--- config.mk ---
export PLATFORM = sky130hd
export DESIGN_NAME = ssm_memory_unit
export DESIGN_NICKNAME = d
export VERILOG_FILES = /design/src/rtl/ssm_memory_unit.sv
export SDC_FILE = /design/constraint.sdc
export NUM_CORES = 2
export LEC_CHECK = 0
export CAP_MARGIN = 0
export CORE_UTILIZATION = 40
export DETAILED_ROUTE_END_ITERATION = 8
export MAX_ROUTING_LAYER = met4
export PLACE_DENSITY_LB_ADDON = 0.3
export SYNTH_ARGS = -nofsm -noshare
export SYNTH_HDL_FRONTEND = slang
export SYNTH_SLANG_ARGS = --single-unit
--- constraint.sdc ---
create_clock -name MEM_clock -period 9.41 [get_ports MEM_clock]
set_input_delay 2.823 -clock MEM_clock [delete_from_list [all_inputs] [get_ports MEM_clock]]
set_output_delay 2.823 -clock MEM_clock [all_outputs]
set_load 0.1 [all_outputs]
--- src/rtl/ssm_memory_unit.sv ---
// Word-addressed memory responder behind the MAR/MDR interface.
// Each request is captured once and frozen. It then waits WAIT_STATES cycles and does
// one access cycle. The transfer closes with a 4-phase req/ready handshake.
//
// state     | meaning
// ----------+------------------------------------------------------------
// ST_IDLE   | waiting for MEM_req; captures we/addr/data on the req edge
// ST_WAIT   | inserting WAIT_STATES wait cycles (wait_cnt 0..WAIT_STATES-1)
// ST_ACCESS | single array access cycle; raises MEM_ready
// ST_DONE   | holds MEM_ready until MEM_req is seen low, then back to idle
module ssm_memory_unit #(
   parameter int DATA_WIDTH  = 16,
   parameter int ADDR_WIDTH  = 8,
   parameter int DEPTH       = 200,
   parameter int WAIT_STATES = 2
) (
   input  logic                  MEM_clock,
   input  logic                  MEM_reset_n,
   input  logic                  MEM_req,
   input  logic                  MEM_we,
   input  logic [ADDR_WIDTH-1:0] MEM_addr,
   input  logic [DATA_WIDTH-1:0] MEM_data_from_mdr,
   output logic [DATA_WIDTH-1:0] MEM_data_to_mdr,
   output logic                  MEM_ready,
   output logic                  MEM_busy,
   output logic                  MEM_error
);

   localparam logic [1:0] ST_IDLE   = 2'd0;
   localparam logic [1:0] ST_WAIT   = 2'd1;
   localparam logic [1:0] ST_ACCESS = 2'd2;
   localparam logic [1:0] ST_DONE   = 2'd3;

   localparam logic [3:0] WAIT_LAST = 4'(WAIT_STATES - 1);

   logic [1:0]            state;
   logic [3:0]            wait_cnt;
   logic                  we_q;
   logic [ADDR_WIDTH-1:0] addr_q;
   logic [DATA_WIDTH-1:0] wdata_q;
   logic                  in_range;

   logic [DATA_WIDTH-1:0] mem [DEPTH];

   // Range check is done on the frozen address, one bit wider so DEPTH fits.
   assign in_range = ({1'b0, addr_q} < (ADDR_WIDTH + 1)'(DEPTH));

   // Array write port: no reset, so contents survive MEM_reset_n.
   always_ff @(posedge MEM_clock) begin
      if (state == ST_ACCESS && we_q && in_range) begin
         mem[addr_q] <= wdata_q;
      end
   end

   // Sequencer: capture, wait-state count, access, and handshake outputs.
   always_ff @(posedge MEM_clock or negedge MEM_reset_n) begin
      if (!MEM_reset_n) begin
         state           <= ST_IDLE;
         wait_cnt        <= '0;
         we_q            <= 1'b0;
         addr_q          <= '0;
         wdata_q         <= '0;
         MEM_data_to_mdr <= '0;
         MEM_ready       <= 1'b0;
         MEM_busy        <= 1'b0;
         MEM_error       <= 1'b0;
      end else begin
         case (state)
            ST_IDLE: begin
               if (MEM_req) begin
                  we_q      <= MEM_we;
                  addr_q    <= MEM_addr;
                  wdata_q   <= MEM_data_from_mdr;
                  MEM_busy  <= 1'b1;
                  MEM_error <= 1'b0;
                  wait_cnt  <= '0;
                  state     <= (WAIT_STATES > 0) ? ST_WAIT : ST_ACCESS;
               end
            end
            ST_WAIT: begin
               if (wait_cnt == WAIT_LAST) begin
                  wait_cnt <= '0;
                  state    <= ST_ACCESS;
               end else begin
                  wait_cnt <= wait_cnt + 4'd1;
               end
            end
            ST_ACCESS: begin
               if (in_range) begin
                  if (!we_q) begin
                     MEM_data_to_mdr <= mem[addr_q];
                  end
               end else begin
                  MEM_data_to_mdr <= '0;
                  MEM_error       <= 1'b1;
               end
               MEM_ready <= 1'b1;
               state     <= ST_DONE;
            end
            ST_DONE: begin
               if (!MEM_req) begin
                  MEM_ready <= 1'b0;
                  MEM_busy  <= 1'b0;
                  state     <= ST_IDLE;
               end
            end
            default: begin
               state <= ST_IDLE;
            end
         endcase
      end
   end

endmodule

==> impl_metrics.ini <==
[placement]
dp.cells = 10100
gp_congestion = 0.897
dpl_cell_area_um2 = 132000
numPortBuffers = 46
dp_hpwl_um = 201000

[clocking]
clk_latency_ns = 0.90
root_buffer = clkbuf_16
postCtsHoldBufs = 0
tritoncts = built
htree_levels = 5
cts_sinks = 3250
clk_pin_slew_ns = 0.06
cts_resized = 0
cts_made_buffers = 325
clockBufferDepth = 4
cts_setup_buffers = 0

[setup_path]
arrival_ns = 2.75
r2r-start = addr_q[0]
slowest_stage = clkdlybuf4s50_1
crit_cells = 1
crit_buf_inv = 1
crit_path_max_fanout = 3
r2r_slack_ns = 4.39
cp.required_ns = 6.59
worstSetupEndpointType = primary output
path_class = reg2out
cp_cell_sequence = clkdlybuf4s50_1
worstSetupStartpointType = flop
reg2reg_to = MEM_data_to_mdr[13]
critPathMaxStageDelay_ns = 1.44
critPathTopFamily = buffers and inverters
rr_worst_depth = 8

[global_routing]
grt_max_degree = 150
grt_pass1_wl_um = 476000
grt_use_total_pct = 21.7
grt_pass1_vias = 62600
grt_overflow = 0
antenna_found_initial = 19

[power_and_ir_drop]
peakVddDrop_uv = 244
p_clk_share_pct = 28.2
internal_power_mw = 29.7
power_frac_comb_pct = 28.7
swShare_pct = 33.5
p_sw_mw = 14.9
power_frac_seq_pct = 43.1
powerDensity_nw_per_um2 = 314
power.total_mw = 44.6
p_leak_nw = 44.5

[die]
die_height_um = 562
pin_count = 47
dieArea_um2 = 316000
core-area_um2 = 312000
start_util_pct = 40.2
fp.dieW_um = 562
rows = 205

[synth]
synth.area.top_cells = edfxtp_1, mux4_2, mux2i_1, dfrtp_1, a22oi_1
yosys.area.top_type_share_pct = 76.6
syn_avg_cell_area_um2 = 21.0
yosys_register_bits = 3250
yosys_warnings = 0
synth_cell_types = 67
yosysTopAreaCell = edfxtp_1
synth_ff_type = edfxtp_1
syn_inst = 5978
syn_nets = 6012
synth.most_common_cell = edfxtp_1
ys_seq_area_share_pct = 77.6
synthTopCellsByCount = edfxtp_1, mux4_2, mux2i_1, nor2_1, a22oi_1
synth_edf_count = 3200
synthArstFlopShare_pct = 1.54
syn_area_um2 = 126000

[route]
detail_route.vias_per_cell = 5.87
drt.antenna.violating_nets = 0
vias = 62800
totalWireLength_um = 335000
routedWlPerCell_um = 31.3
drtPass1Iterations = 8
drc = 0
drt_iter0_drc = 8143

[sta]
worst_slew_pin_slew_ns = 1.47
period_share_pct = 59.2
min_period_ns = 5.58
fin_tns_setup_ns = 0
setup_viol = 0
maxSlewViolCount = 1
rsz0062_at_grt = no
finClkSkew_ns = 0.0531
hold_viol_final = 0
max_freq_ghz = 0.179
slew_headroom_pct = -0.635

[min_path]
hold-path-cell-count = 1
min_path_type = reg2reg
holdPathEnd = wait_cnt[3]
min_from = wait_cnt[3]

[run_status]
status = finished with violations
violations = capacitance limit, slew limit

[layout]
layoutNonFillerInstCount = 10700
utilization_pct = 45.5
final_nets = 6344
drive_gt1_share_pct = 22.8
fin_area_um2 = 142000
area_growth_pct = 13.1

[flow_run]
max_cap_violations = 1
## cell type report
cell class | count | area (um2)
Tap cell | 4140 | 5180
Sequential cell | 3250 | 97400
Clock inverter | 178 | 1620
Clock buffer | 392 | 8550
Multi-Input combinational cell | 2346 | 26100
Inverter | 24 | 92.6
Antenna cell | 7 | 17.5
Fill cell | 26100 | 170000
Timing Repair Buffer | 363 | 2950
## placed cells by master (no fill, tap or decap), drive strengths merged, types with 45 or more instances in the layout
master and n:
edfxtp 3200, mux4 603, mux2i 420, clkbuf 392, buf 318, nor2 253
a22oi 166, clkinv 143, a21oi 124, nand2 122, o22ai 101, o21ai 81
mux2 74, nand3 67, dfrtp 50, clkdlybuf4s50 45
## stage by stage
stage                     setup slack (ns)  hold WS [ns]
after floorplan                       5.54         0.446
after global placement                3.68         0.463
after detailed placement              4.13         0.487
after CTS                             3.86         0.502
after global routing                  3.79         0.529
final                                 3.83         0.497
## layer usage
metal,up-vias,routed length (um),track usage [%]
li1,25700,-,-
met1,33700,136000,29.4
met2,2928,161000,33.9
met3,533,28000,3.63
met4,0,9720,5.95
met5,-,0,-
## cells by family (layout without fill, tap and decap cells)
logic type / Yosys count / in the layout / synth area share, %
flops: 3250 / 3250 / 77.6
mux: 1097 / 1097 / 14.8
buf+inv: 382 / 957 / 1.72
fa+ha+maj: 6 / 6 / 0.0598
simple gates: 537 / 537 / 1.92
other cells: 0 / 7 / 0
compound gates: 706 / 706 / 3.90
## power by group through the flow
stage / clock (mW) / combinational [mW] / sequential (mW)
2_1_floorplan: 0 / 7.32 / 20.1
3_3_place_gp: 0 / 12.6 / 19.5
3_5_place_dp: 0 / 12.8 / 19.6
4_1_cts: 12.7 / 12.8 / 19.2
5_1_grt: 13.3 / 13.3 / 19.3
6_report: 12.6 / 12.8 / 19.2
## sequential cells by signal, summed over array words and instances, names as in the netlist
register	cells
addr_q	8
wait_cnt	4
state	2
MEM_busy	1
wdata_q	16
MEM_ready	1
MEM_data_to_mdr	16
mem	3200
we_q	1
MEM_error	1
## how the worst max path moves through the flow
stage | start | endpoint | slack [ns]
3_3_place_gp | addr_q[0] | MEM_data_to_mdr[13] | 3.68
6_report | MEM_data_to_mdr[2] | MEM_data_to_mdr[2] | 3.83
3_5_place_dp | addr_q[0] | MEM_data_to_mdr[13] | 4.13
5_1_grt | MEM_data_to_mdr[2] | MEM_data_to_mdr[2] | 3.79
4_1_cts | MEM_data_to_mdr[2] | MEM_data_to_mdr[2] | 3.86
2_1_floorplan | MEM_req | wdata_q[10] | 5.54
(Power assumes the default switching activity.)
